[config.mk]
export PLATFORM = sky130hd
export DESIGN_NAME = eth_tp_tx
export DESIGN_NICKNAME = d
export VERILOG_FILES = /design/src/rtl/eth_pkg.sv /design/src/rtl/eth_nlp_timer.sv /design/src/rtl/eth_tp_tx.sv
export SDC_FILE = /design/constraint.sdc
export NUM_CORES = 1
export LEC_CHECK = 0
export BUFFER_PORTS_ARGS = -buffer_cell sky130_fd_sc_hd__buf_2
export CORE_MARGIN = 2
export CORE_UTILIZATION = 55
export CTS_CLUSTER_SIZE = 30
export DETAILED_ROUTE_END_ITERATION = 7
export PLACE_DENSITY = 0.73
export SYNTH_ARGS = -nofsm -noshare
export SYNTH_HDL_FRONTEND = slang
export SYNTH_HIERARCHICAL = 1
export SYNTH_SLANG_ARGS = --single-unit
[constraint.sdc]
create_clock -name clk -period 4.3 [get_ports clk]
set_clock_uncertainty 0.2 [all_clocks]
set_input_delay 0.43 -clock clk [delete_from_list [all_inputs] [get_ports clk]]
set_output_delay 0.43 -clock clk [all_outputs]
set_load 0.02 [all_outputs]
[src/rtl/eth_pkg.sv]
// eth_pkg: shared definitions for the 10BASE-T twisted-pair transmit and
// link-pulse logic. Provides the line-driver state enum, the 20 MHz timing
// constants and a small constant-evaluation helper.
package eth_pkg;

  // Line-driver states
  typedef enum logic [1:0] {
    ST_IDLE = 2'd0,
    ST_NLP  = 2'd1,
    ST_DATA = 2'd2,
    ST_ETD  = 2'd3
  } eth_state_e;

  // 20 MHz timing: 16 ms NLP spacing, 100 ns link pulse, 300 ns TP_IDL
  localparam int unsigned NLP_PERIOD_20M = 320000;
  localparam int unsigned NLP_WIDTH_20M  = 2;
  localparam int unsigned ETD_CYCLES_20M = 6;

  // Larger of two unsigned values, for sizing shared counters
  function automatic int unsigned max_u(input int unsigned a, input int unsigned b);
    return (a > b) ? a : b;
  endfunction

endpackage

[src/rtl/eth_nlp_timer.sv]
// eth_nlp_timer: free-running idle counter that spaces Normal Link Pulses.
// Counts every clock while clr is low and wraps to zero at its terminal count.
// Ports:
//   clk   - 20 MHz clock
//   rst   - asynchronous active-high reset
//   clr   - hold the count at zero (asserted whenever the line is not idle)
//   tc_c  - combinational terminal-count strobe (count == PERIOD-1)
module eth_nlp_timer
  import eth_pkg::*;
#(
  parameter int unsigned PERIOD = NLP_PERIOD_20M
) (
  input  logic clk,
  input  logic rst,
  input  logic clr,
  output logic tc_c
);

  localparam int unsigned CNT_W = (PERIOD > 1) ? $clog2(PERIOD) : 1;

  logic [CNT_W-1:0] count;

  assign tc_c = (count == CNT_W'(PERIOD - 1));

  // Count idle clocks; clearing at terminal count keeps the value in range
  always_ff @(posedge clk or posedge rst) begin
    if (rst) begin
      count <= '0;
    end else if (clr || tc_c) begin
      count <= '0;
    end else begin
      count <= count + CNT_W'(1);
    end
  end

endmodule

[src/rtl/eth_tp_tx.sv]
// eth_tp_tx: 10BASE-T twisted-pair line driver. Accepts the NRZ frame bit
// stream through a valid/ready bit handshake, Manchester-encodes it onto the
// differential pair, appends TP_IDL after each frame and emits Normal Link
// Pulses while idle. Two clocks make one bit time.
// Ports:
//   clk     - 20 MHz clock
//   rst     - asynchronous active-high reset
//   tx_en   - upstream valid, a frame bit is on tx_data
//   tx_data - NRZ bit, held until accepted
//   bit_ack - ready (combinational); bit taken on an edge with tx_en & bit_ack
//   td_p    - line +, registered
//   td_n    - line -, registered
//   busy    - registered, high in DATA or ETD
module eth_tp_tx
  import eth_pkg::*;
#(
  parameter int unsigned NLP_PERIOD = NLP_PERIOD_20M,
  parameter int unsigned NLP_WIDTH  = NLP_WIDTH_20M,
  parameter int unsigned ETD_CYCLES = ETD_CYCLES_20M
) (
  input  logic clk,
  input  logic rst,
  input  logic tx_en,
  input  logic tx_data,
  output logic bit_ack,
  output logic td_p,
  output logic td_n,
  output logic busy
);

  // One down-counter times both the link pulse and TP_IDL
  localparam int unsigned PW_W = $clog2(max_u(ETD_CYCLES, NLP_WIDTH) + 1);

  eth_state_e      state, state_d;
  logic            phase, phase_d;
  logic            bit_q, bit_d;
  logic [PW_W-1:0] cnt, cnt_d;
  logic            td_p_d, td_n_d;
  logic            level_c;
  logic            nlp_clr_c;
  logic            nlp_tc_c;

  assign nlp_clr_c = (state != ST_IDLE);

  eth_nlp_timer #(
    .PERIOD(NLP_PERIOD)
  ) u_nlp_timer (
    .clk  (clk),
    .rst  (rst),
    .clr  (nlp_clr_c),
    .tc_c (nlp_tc_c)
  );

  // State register; line outputs are registered from the next-state view
  always_ff @(posedge clk or posedge rst) begin
    if (rst) begin
      state <= ST_IDLE;
      phase <= 1'b0;
      bit_q <= 1'b0;
      cnt   <= '0;
      td_p  <= 1'b0;
      td_n  <= 1'b0;
      busy  <= 1'b0;
    end else begin
      state <= state_d;
      phase <= phase_d;
      bit_q <= bit_d;
      cnt   <= cnt_d;
      td_p  <= td_p_d;
      td_n  <= td_n_d;
      busy  <= (state_d == ST_DATA) || (state_d == ST_ETD);
    end
  end

  // Next-state, handshake and line-level logic
  always_comb begin
    state_d = state;
    phase_d = phase;
    bit_d   = bit_q;
    cnt_d   = cnt;
    bit_ack = 1'b0;
    td_p_d  = 1'b0;
    td_n_d  = 1'b0;
    level_c = 1'b0;

    unique case (state)
      ST_IDLE: begin
        // A due link pulse takes priority over a waiting frame
        if (nlp_tc_c) begin
          state_d = ST_NLP;
          cnt_d   = PW_W'(NLP_WIDTH - 1);
        end else begin
          bit_ack = 1'b1;
          if (tx_en) begin
            bit_d   = tx_data;
            phase_d = 1'b0;
            state_d = ST_DATA;
          end
        end
      end
      ST_NLP: begin
        if (cnt == '0) begin
          state_d = ST_IDLE;
        end else begin
          cnt_d = cnt - PW_W'(1);
        end
      end
      ST_DATA: begin
        if (!phase) begin
          phase_d = 1'b1;
        end else begin
          // Second half of a bit: take the next bit back-to-back or close the frame
          bit_ack = 1'b1;
          if (tx_en) begin
            bit_d   = tx_data;
            phase_d = 1'b0;
          end else begin
            state_d = ST_ETD;
            cnt_d   = PW_W'(ETD_CYCLES - 1);
          end
        end
      end
      ST_ETD: begin
        if (cnt == '0) begin
          state_d = ST_IDLE;
        end else begin
          cnt_d = cnt - PW_W'(1);
        end
      end
      default: begin
        state_d = ST_IDLE;
      end
    endcase

    // Manchester: first half carries ~b, second half carries b
    level_c = phase_d ? bit_d : ~bit_d;

    unique case (state_d)
      ST_NLP, ST_ETD: begin
        td_p_d = 1'b1;
      end
      ST_DATA: begin
        td_p_d = level_c;
        td_n_d = ~level_c;
      end
      default: begin
        td_p_d = 1'b0;
        td_n_d = 1'b0;
      end
    endcase
  end

endmodule

Word level (Yosys, flattened, before mapping)
Cells that the tools add are included.
Widths: inputs -> output; s select.
{"block": "op_classes", "n_eq_ne": 11, "reduce_logical": 8, "mux": 27, "n_addsub": 2, "n_bitwise": 2}
{"op": "$add 19x1->19 const B", "count": 1}
{"op": "$eq 19x19->1 const B", "count": 1}
{"op": "$mux 19", "count": 1}
{"op": "$mux 3", "count": 4}
{"op": "$mux 1", "count": 11}
{"op": "$mux 2", "count": 5}
{"op": "$pmux 3 s3", "count": 1}
{"op": "$eq 2x2->1 const B", "count": 4}
{"op": "$pmux 1 s2", "count": 4}
{"op": "$ne 2x2->1 const B", "count": 3}
{"op": "$pmux 2 s3", "count": 1}
{"op": "$eq 2x1->1 const B", "count": 2}
{"op": "$reduce_and 4->1", "count": 1}
{"op": "$reduce_or 2->1", "count": 2}
{"op": "$logic_not 3->1", "count": 1}
{"op": "$sub 3x1->3 const B", "count": 1}
{"op": "$logic_not 2->1", "count": 1}
{"op": "$logic_or 1x1->1", "count": 2}
{"op": "$ne 2x1->1 const B", "count": 1}
{"op": "$not 1->1", "count": 2}
{"op": "$reduce_bool 2->1", "count": 1}
{"block": "word_totals", "regBits": 29, "output_inout_bits": 4}

Logic depth before layout (Yosys ltp)
Gate-level depths: netlist of the first run.
{"block": "logic_depth", "word_depth": 7, "ltp_mapped": 9}

By module
Netlist of the first run, hierarchy kept.
{"mod": "eth_nlp_timer", "cells_each": 99, "area_per_inst_um2": 958.4, "seq_area_each_um2": 475.5, "n_inst": 1}
{"mod": "eth_tp_tx", "cells_each": 48, "area_per_inst_um2": 514.2, "seq_area_each_um2": 225.2, "n_inst": 1}

Least setup slack after synthesis of the first run
OpenSTA, ideal clock, no wires.
{"block": "synth_timing", "path_kind": "reg2reg", "start": "reg u_nlp_timer.count[0]", "end": "reg td_p", "path_slack_ns": 1.798, "setup_time_ns": 0.135, "period_less_slack_ns": 2.502, "t_required_ns": 3.965, "arrival_ns": 2.167, "stages_incl_launch_ff": 10, "cell_sequence": "dfrtp_1 ha_1 nand4_2 nor2_1 inv_1 nor4_1 nor2b_2 o21ai_0 a211oi_1 o31ai_2"}
{"block": "synth_via", "elab_chain_len": 6, "elab_cells_between_ends": 14, "classes_between": "eq/ne (4); mux (8); bitwise (1); reduce/logical (1)"}
{"element": "start: declaration", "line_no": "eth_nlp_timer.sv:21", "rtl": "logic [CNT_W-1:0] count;"}
{"element": "start signal: assignment", "line_no": "eth_nlp_timer.sv:32", "rtl": "count <= count + CNT_W'(1);"}
{"element": "$eq 19x19->1 (*)", "line_no": "eth_nlp_timer.sv:23", "rtl": "assign tc_c = (count == CNT_W'(PERIOD - 1));"}
{"element": "named net nlp_tc_c", "line_no": "eth_tp_tx.sv:41", "rtl": "logic nlp_tc_c;"}
{"element": "$mux 2 / $mux 1 (equally long branches)", "line_no": "eth_tp_tx.sv:89", "rtl": "if (nlp_tc_c) begin"}
{"element": "$pmux 2 s3 / $pmux 1 s2 (equally long branches)", "line_no": "eth_tp_tx.sv:86", "rtl": "unique case (state)"}
{"element": "$eq 2x2->1 (tied with other cells)", "line_no": "eth_tp_tx.sv:138", "rtl": "unique case (state_d)"}
{"element": "$reduce_or 2->1 / $mux 1 (equally long branches)", "line_no": "eth_tp_tx.sv:138, eth_tp_tx.sv:136"}
{"element": "$pmux 1 s2 (*)", "line_no": "eth_tp_tx.sv:138"}
{"element": "named net td_p_d", "line_no": "eth_tp_tx.sv:38", "rtl": "logic td_p_d, td_n_d;"}
{"element": "end signal: assignment", "line_no": "eth_tp_tx.sv:69", "rtl": "td_p <= td_p_d;"}
{"element": "end: declaration", "line_no": "eth_tp_tx.sv:26", "rtl": "output logic td_p,"}
Mark *: on every way through the listed nets, which the timed path passes. The rest lies on a longest branch.
A chain may end at the register's enable or synchronous reset.

Final worst setup path of the first run
{"block": "layout_timing", "start": "reg u_nlp_timer.count[0]", "end": "out bit_ack"}
{"block": "layout_via", "elab_chain_len": 3}
{"element": "$eq 19x19->1", "line_no": "eth_nlp_timer.sv:23"}
{"element": "named net nlp_tc_c", "line_no": "eth_tp_tx.sv:41"}
{"element": "$mux 1", "line_no": "eth_tp_tx.sv:89"}
{"element": "$pmux 1 s2", "line_no": "eth_tp_tx.sv:86"}
{"element": "end: declaration", "line_no": "eth_tp_tx.sv:25", "rtl": "output logic bit_ack,"}
The timed path passes the listed nets, and every way through them passes these cells.

==> results.sh, run 1 <==
export IMPL_status="completed"
export IMPL_rsz0062_at_grt="no"
export IMPL_io_buffer_count=7
export IMPL_required_ns=3.67
export IMPL_switching_share_pct=34.4
export IMPL_tns_ns=0
export IMPL_die_h_microns=55.7
export IMPL_fin_util_pct=63.4
export IMPL_cts_setup_buffers=0
export IMPL_rows=18
export IMPL_stdcell_count=186
export IMPL_cts_tree="yes"
export IMPL_drive_gt1_share_pct=15.4
export IMPL_place_hpwl_microns=1860
export IMPL_grt_pass1_wl_microns=4520
export IMPL_postSynthCellCount=147
export IMPL_antenna_found_initial=0
export IMPL_viasPerCell=5.72
export IMPL_final_common_cell="dfrtp_1"
export IMPL_cellPowerDensity_nw_per_um2=491
export IMPL_synth_seq_area_share_pct=47.6
export IMPL_period_minus_slack_ns=3.06
export IMPL_worst_hold_slack_ns=0.199
export IMPL_yosysWarningCount=6
export IMPL_ir_drop_v=0.000430
export IMPL_slew_violations=0
export IMPL_initial_core_util_pct=58.9
export IMPL_cp_top_family="simple AND/OR/NAND/NOR gates"
export IMPL_reg2reg_depth=9
export IMPL_first_iter_violations=24
export IMPL_worstPathCellList="ha_1, nand4_2, nor2_1, inv_1, nor4_1, nor2b_2, nor3_1, buf_2"
export IMPL_cts_buffers=3
export IMPL_power_switching_uw=268
export IMPL_overflow=0
export IMPL_worstMarginPinSlew_ns=0.714
export IMPL_wl_per_cell_microns=13.6
export IMPL_ctsLongestPathBuffers=2
export IMPL_fillers=219
export IMPL_route_detailed_drc=0
export IMPL_fmax_mhz=327
export IMPL_cp_num_buf_inv=2
export IMPL_drt_total_wl_microns=2530
export IMPL_finalHoldViolCount=0
export IMPL_firstDrtPassIters=4
export IMPL_worst_skew_pair_late_latency_ns=0.33
export IMPL_die_x_microns=55.7
export IMPL_rrSetupSlack_ns=1.55
export IMPL_critical_path_slowest_cell="dfrtp_1"
export IMPL_synth_cell_type_count=42
export IMPL_io_pins=8
export IMPL_root_buffer="clkbuf_4"
export IMPL_critPathLaunchType="flop"
export IMPL_routabilityCongestion=0.883
export IMPL_cp_arrival_ns=2.43
export IMPL_power_frac_comb_pct=33.2
export IMPL_core_area_sq_um=2500
export IMPL_postRouteAntennaNets=0
export IMPL_insertedDiodeCount=0
export IMPL_ys_ff_latch=28
export IMPL_htreeDepth=1
export IMPL_r2r_end="td_p"
export IMPL_sequentialPowerShare_pct=44.5
export IMPL_via_count=1063
export IMPL_period_share_pct=71.2
export IMPL_post_place_ws_ns=1.55
export IMPL_slowest_delay_ns=0.41
export IMPL_placed_area_sq_um=1520
export IMPL_min_path_cells=3
export IMPL_maxCapViolCount=0
export IMPL_numPlacedInstances=181
export IMPL_grt_util_all_layers_pct=18.2
export IMPL_setup_ws_ns=1.24
export IMPL_area_delta_synth_final_pct=7.56
export IMPL_hp_start="tx_en"
export IMPL_clk_pin_slew_worst_paths_ns=0.16
export IMPL_endpoint_kind="primary output"
export IMPL_reg2reg_from="u_nlp_timer/count[0]"
export IMPL_setup_violations=0
export IMPL_critPathKind="flop to primary output"
export IMPL_grt_max_degree=20
export IMPL_whs_endpoint="td_n"
export IMPL_nets=164
export IMPL_netlist_area_sq_um=1470
export IMPL_fin_area_sq_um=1580
export IMPL_p_int_uw=511
export IMPL_layout_common_cells="28 x dfrtp_1, 20 x nor2_1, 12 x inv_1"
export IMPL_finalPower_uw=778
export IMPL_cts_sinks=28
export IMPL_p_clk_share_pct=22.2
export IMPL_cp_max_fo=6
export IMPL_dieArea_sq_um=3110
export IMPL_slew_headroom_pct=52.3
export IMPL_grt_pass1_vias=1061
export IMPL_hp_class="input port to flop"
export IMPL_syn_area_per_cell_sq_um=10.0
export IMPL_leakagePower_nw=0.638
export IMPL_syn_nets=154
[cells by family (layout without fill, tap and decap cells)]
logic type                 after synthesis  after routing  share of synthesized area (%)
AOI/OAI and AO/OA                       22             22                           11.0
xor gates and xnor gates                13             13                           7.73
muxes                                    2              2                           1.36
DFF                                     28             28                           47.6
and+or+nand+nor                         64             64                           25.1
adders and majority gates                3              3                           2.55
buffers and inverters                   15             24                           4.67
[registers in the layout (all words and copies together), names as in the netlist]
signal,count
u_nlp_timer/count,19
td_p,1
cnt,3
state,1
phase,1
bit_q,1
td_n,1
busy,1
[synthesized netlist by cell type (all sizes together)]
cell	instances	area share, %
a211oi	1	0.51
a21o	1	0.51
a21oi	7	3.1
and2b	1	0.51
and3b	1	0.59
and4	1	0.59
buf	3	1.6
dfrtp	28	48
ha	3	2.5
inv	12	3.1
mux2i	2	1.4
nand2	7	1.8
nand2b	2	1.4
nand3	5	2.0
nand3b	1	0.51
nand4	4	2.1
nor2	20	5.1
nor2b	1	0.59
nor3	6	2.0
nor4	4	1.7
nor4b	1	1.0
o211a	1	0.68
o211ai	1	0.51
o21ai	7	2.4
o22ai	1	0.43
o31a	1	0.59
o31ai	2	2.3
or2	2	0.85
or2b	1	0.51
or3	4	1.7
or4	2	1.3
or4bb	1	0.76
xnor2	11	6.5
xor2	2	1.2
[layout make-up]
class	count	area, sq um	area share (%)
well taps	30	37.5	2.37
repair buffers	8	45.0	2.84
multi-input cells	104	703	44.4
inverters	12	45.0	2.84
flip-flops and latches	28	701	44.2
clock buffers	3	22.5	1.42
clock inverters	1	30.0	1.90
[routing by layer]
layer / global-route usage, % / routed length (microns) / vias up
met1: 25.2 / 1300 / 516
met4: 9.76 / 54 / 0
met3: 3.49 / 59 / 6
met5: 0 / 0 / -
li1: - / - / 525
met2: 27.0 / 1120 / 16
[worst reg2reg max path, delay by kind of cell (launching register included)]
kind,cells,cell delay (ns)
AOI/OAI and AO/OA,3,0.61
adders and majority gates,1,0.26
buffers and inverters,1,0.06
DFF,1,0.41
and+or+nand+nor,4,1.12
[worst max path at each step]
stage | startpoint | endpoint | slack (ns) | cells after the start
2_1_floorplan | u_nlp_timer/count[0] | td_p | 1.80 | 9
3_3_place_gp | u_nlp_timer/count[0] | td_p | 1.66 | 9
3_5_place_dp | u_nlp_timer/count[0] | td_p | 1.55 | 9
4_1_cts | u_nlp_timer/count[0] | bit_ack | 1.22 | 8
5_1_grt | u_nlp_timer/count[0] | bit_ack | 1.01 | 8
6_report | u_nlp_timer/count[0] | bit_ack | 1.24 | 8
[power by group through the flow]
stage	clock [mW]	combinational (mW)	sequential, mW
after floorplan	0	0.214	0.349
after global placement	0	0.249	0.349
after detailed placement	0	0.258	0.351
after CTS	0.176	0.261	0.346
after global routing	0.188	0.288	0.352
final	0.173	0.259	0.347
[what timing repair did]
item | 4_1_cts | 5_1_grt
endpoints found under the setup margin | 0 | 0
gates resized for setup | 0 | 0
hold buffers | 1 | 0
hold endpoints to repair | 9 | 0
Power figures use the tool's default switching activity.
==> run 2, diff against run 1 <==
- CORE_UTILIZATION: 55 -> 53
- clock period: 4.3 -> 2.65 ns (I/O delays scaled with it)
==> results.sh, run 2 (synthesis results as in run 1) <==
export IMPL_rrSetupSlack_ns=0.19
export IMPL_final_common_cell="dfrtp_1"
export IMPL_via_count=1082
export IMPL_slew_headroom_pct=50.7
export IMPL_grt_pass1_vias=1093
export IMPL_leakagePower_nw=0.646
export IMPL_routabilityCongestion=0.804
export IMPL_first_iter_violations=19
export IMPL_area_delta_synth_final_pct=10.9
export IMPL_grt_max_degree=20
export IMPL_fin_util_pct=60.8
export IMPL_worstMarginPinSlew_ns=0.738
export IMPL_numPlacedInstances=185
export IMPL_overflow=0
export IMPL_nets=169
export IMPL_core_area_sq_um=2690
export IMPL_reg_top3="u_nlp_timer/count x19, cnt x3"
export IMPL_critPathKind="flop to primary output"
export IMPL_ir_drop_v=0.000785
export IMPL_cts_tree="yes"
export IMPL_place_hpwl_microns=1990
export IMPL_r2r_end="td_p"
export IMPL_slew_violations=0
export IMPL_io_buffer_count=7
export IMPL_drive_gt1_share_pct=19.4
export IMPL_htreeDepth=1
export IMPL_whs_endpoint="td_n"
export IMPL_reg2reg_from="u_nlp_timer/count[0]"
export IMPL_status="completed"
export IMPL_hp_start="tx_en"
export IMPL_fin_area_sq_um=1630
export IMPL_period_share_pct=95.7
export IMPL_tns_ns=0
export IMPL_route_detailed_drc=0
export IMPL_post_place_ws_ns=0.0329
export IMPL_top_register="u_nlp_timer/count"
export IMPL_layout_common_cells="28 x dfrtp_1, 19 x nor2_1, 12 x inv_1"
export IMPL_insertedDiodeCount=0
export IMPL_critical_path_slowest_cell="dfrtp_1"
export IMPL_reg2reg_depth=10
export IMPL_clk_pin_slew_worst_paths_ns=0.14
export IMPL_ctsLongestPathBuffers=2
export IMPL_endpoint_kind="primary output"
export IMPL_viasPerCell=5.66
export IMPL_worstPathCellList="ha_4, nand4_2, nor2_4, inv_1, nor4_4, nor2b_4, nor3_1, buf_2"
export IMPL_min_path_cells=3
export IMPL_root_buffer="clkbuf_4"
export IMPL_wl_per_cell_microns=14.7
export IMPL_fmax_mhz=394
export IMPL_antenna_found_initial=0
export IMPL_io_pins=8
export IMPL_grt_pass1_wl_microns=4770
export IMPL_maxCapViolCount=0
export IMPL_postRouteAntennaNets=0
export IMPL_finalHoldViolCount=0
export IMPL_largest_reg_flops=19
export IMPL_placed_area_sq_um=1550
export IMPL_cp_max_fo=4
export IMPL_period_minus_slack_ns=2.54
export IMPL_die_x_microns=56.7
export IMPL_setup_violations=0
export IMPL_grt_util_all_layers_pct=18.7
export IMPL_setup_ws_ns=0.114
export IMPL_firstDrtPassIters=4
export IMPL_cts_sinks=28
export IMPL_dieArea_sq_um=3220
export IMPL_cellPowerDensity_nw_per_um2=722
export IMPL_critPathLaunchType="flop"
export IMPL_required_ns=2.18
export IMPL_rows=19
export IMPL_hp_class="input port to flop"
export IMPL_slowest_delay_ns=0.45
export IMPL_drt_total_wl_microns=2800
export IMPL_cp_arrival_ns=2.07
export IMPL_initial_core_util_pct=54.8
export IMPL_cts_buffers=3
export IMPL_die_h_microns=56.7
export IMPL_worst_skew_pair_late_latency_ns=0.32
export IMPL_stdcell_count=191
run 2: cell types whose count changed in the layout (fill, tap and decap cells not counted), sizes merged:
cell,before,now
buf,7,12
bufinv,1,0
run 2: power by group:
part	leakage (nW)	internal [mW]	total, mW	switching (mW)
Sequential	0.370	0.499	0.571	0.0718
Clock	0.0138	0.0532	0.172	0.119
Combinational	0.263	0.187	0.436	0.249
Total	0.646	0.740	1.18	0.439
run 2: routing by layer:
metal / GRT usage, % / share of wire, % / vias to the layer above
li1: - / - / 533
met1: 25.7 / 47 / 537
met2: 31.1 / 50 / 10
met3: 2.53 / 2.6 / 2
met4: 4.76 / 0.61 / 0
met5: 0 / 0 / -
run 2: critical path, delay by kind of cell (launching register included):
| family | cells | cell delay (ns) |
|---|---|---|
| flip-flops | 1 | 0.45 |
| adder cells (fa/ha/maj) | 1 | 0.18 |
| buffers and inverters | 2 | 0.25 |
| AND/OR/NAND/NOR | 5 | 0.89 |
run 2: area by class of cell:
type                       instances  area, sq um
tap                               31         38.8
sequential                        28          701
clock buffer                       3         22.5
fill                             219         1050
inverter                          12         45.0
multi-input combinational        104          743
timing repair buffer              13         82.6
run 2: how the worst max path moves through the flow:
stage                     endpoint  depth (start not counted)                  from  slack (ns)
final                      bit_ack                          8  u_nlp_timer/count[0]        0.11
after global routing       bit_ack                          8  u_nlp_timer/count[0]       -0.02
after CTS                  bit_ack                          8  u_nlp_timer/count[0]        0.02
after detailed placement      td_p                         10  u_nlp_timer/count[0]        0.03
after global placement        td_p                         10  u_nlp_timer/count[0]        0.21
after floorplan               td_p                          9  u_nlp_timer/count[0]        0.15
run 2: metrics by stage:
stage          total power, mW  hold WS [ns]
2_1_floorplan            0.912        -0.107
3_3_place_gp             0.971        0.0623
3_5_place_dp             0.988        0.0563
4_1_cts                   1.17        0.0702
5_1_grt                   1.26        0.0846
6_report                  1.18        0.0806
run 2: timing repair:
| action | 4_1_cts | 5_1_grt |
|---|---|---|
| gates resized for setup | 2 | 5 |
| buffers inserted | 0 | 2 |
| setup endpoints to repair | 1 | 3 |
| pin swaps | 0 | 0 |
| hold buffers | 1 | 0 |
| endpoints found under the hold margin | 28 | 0 |
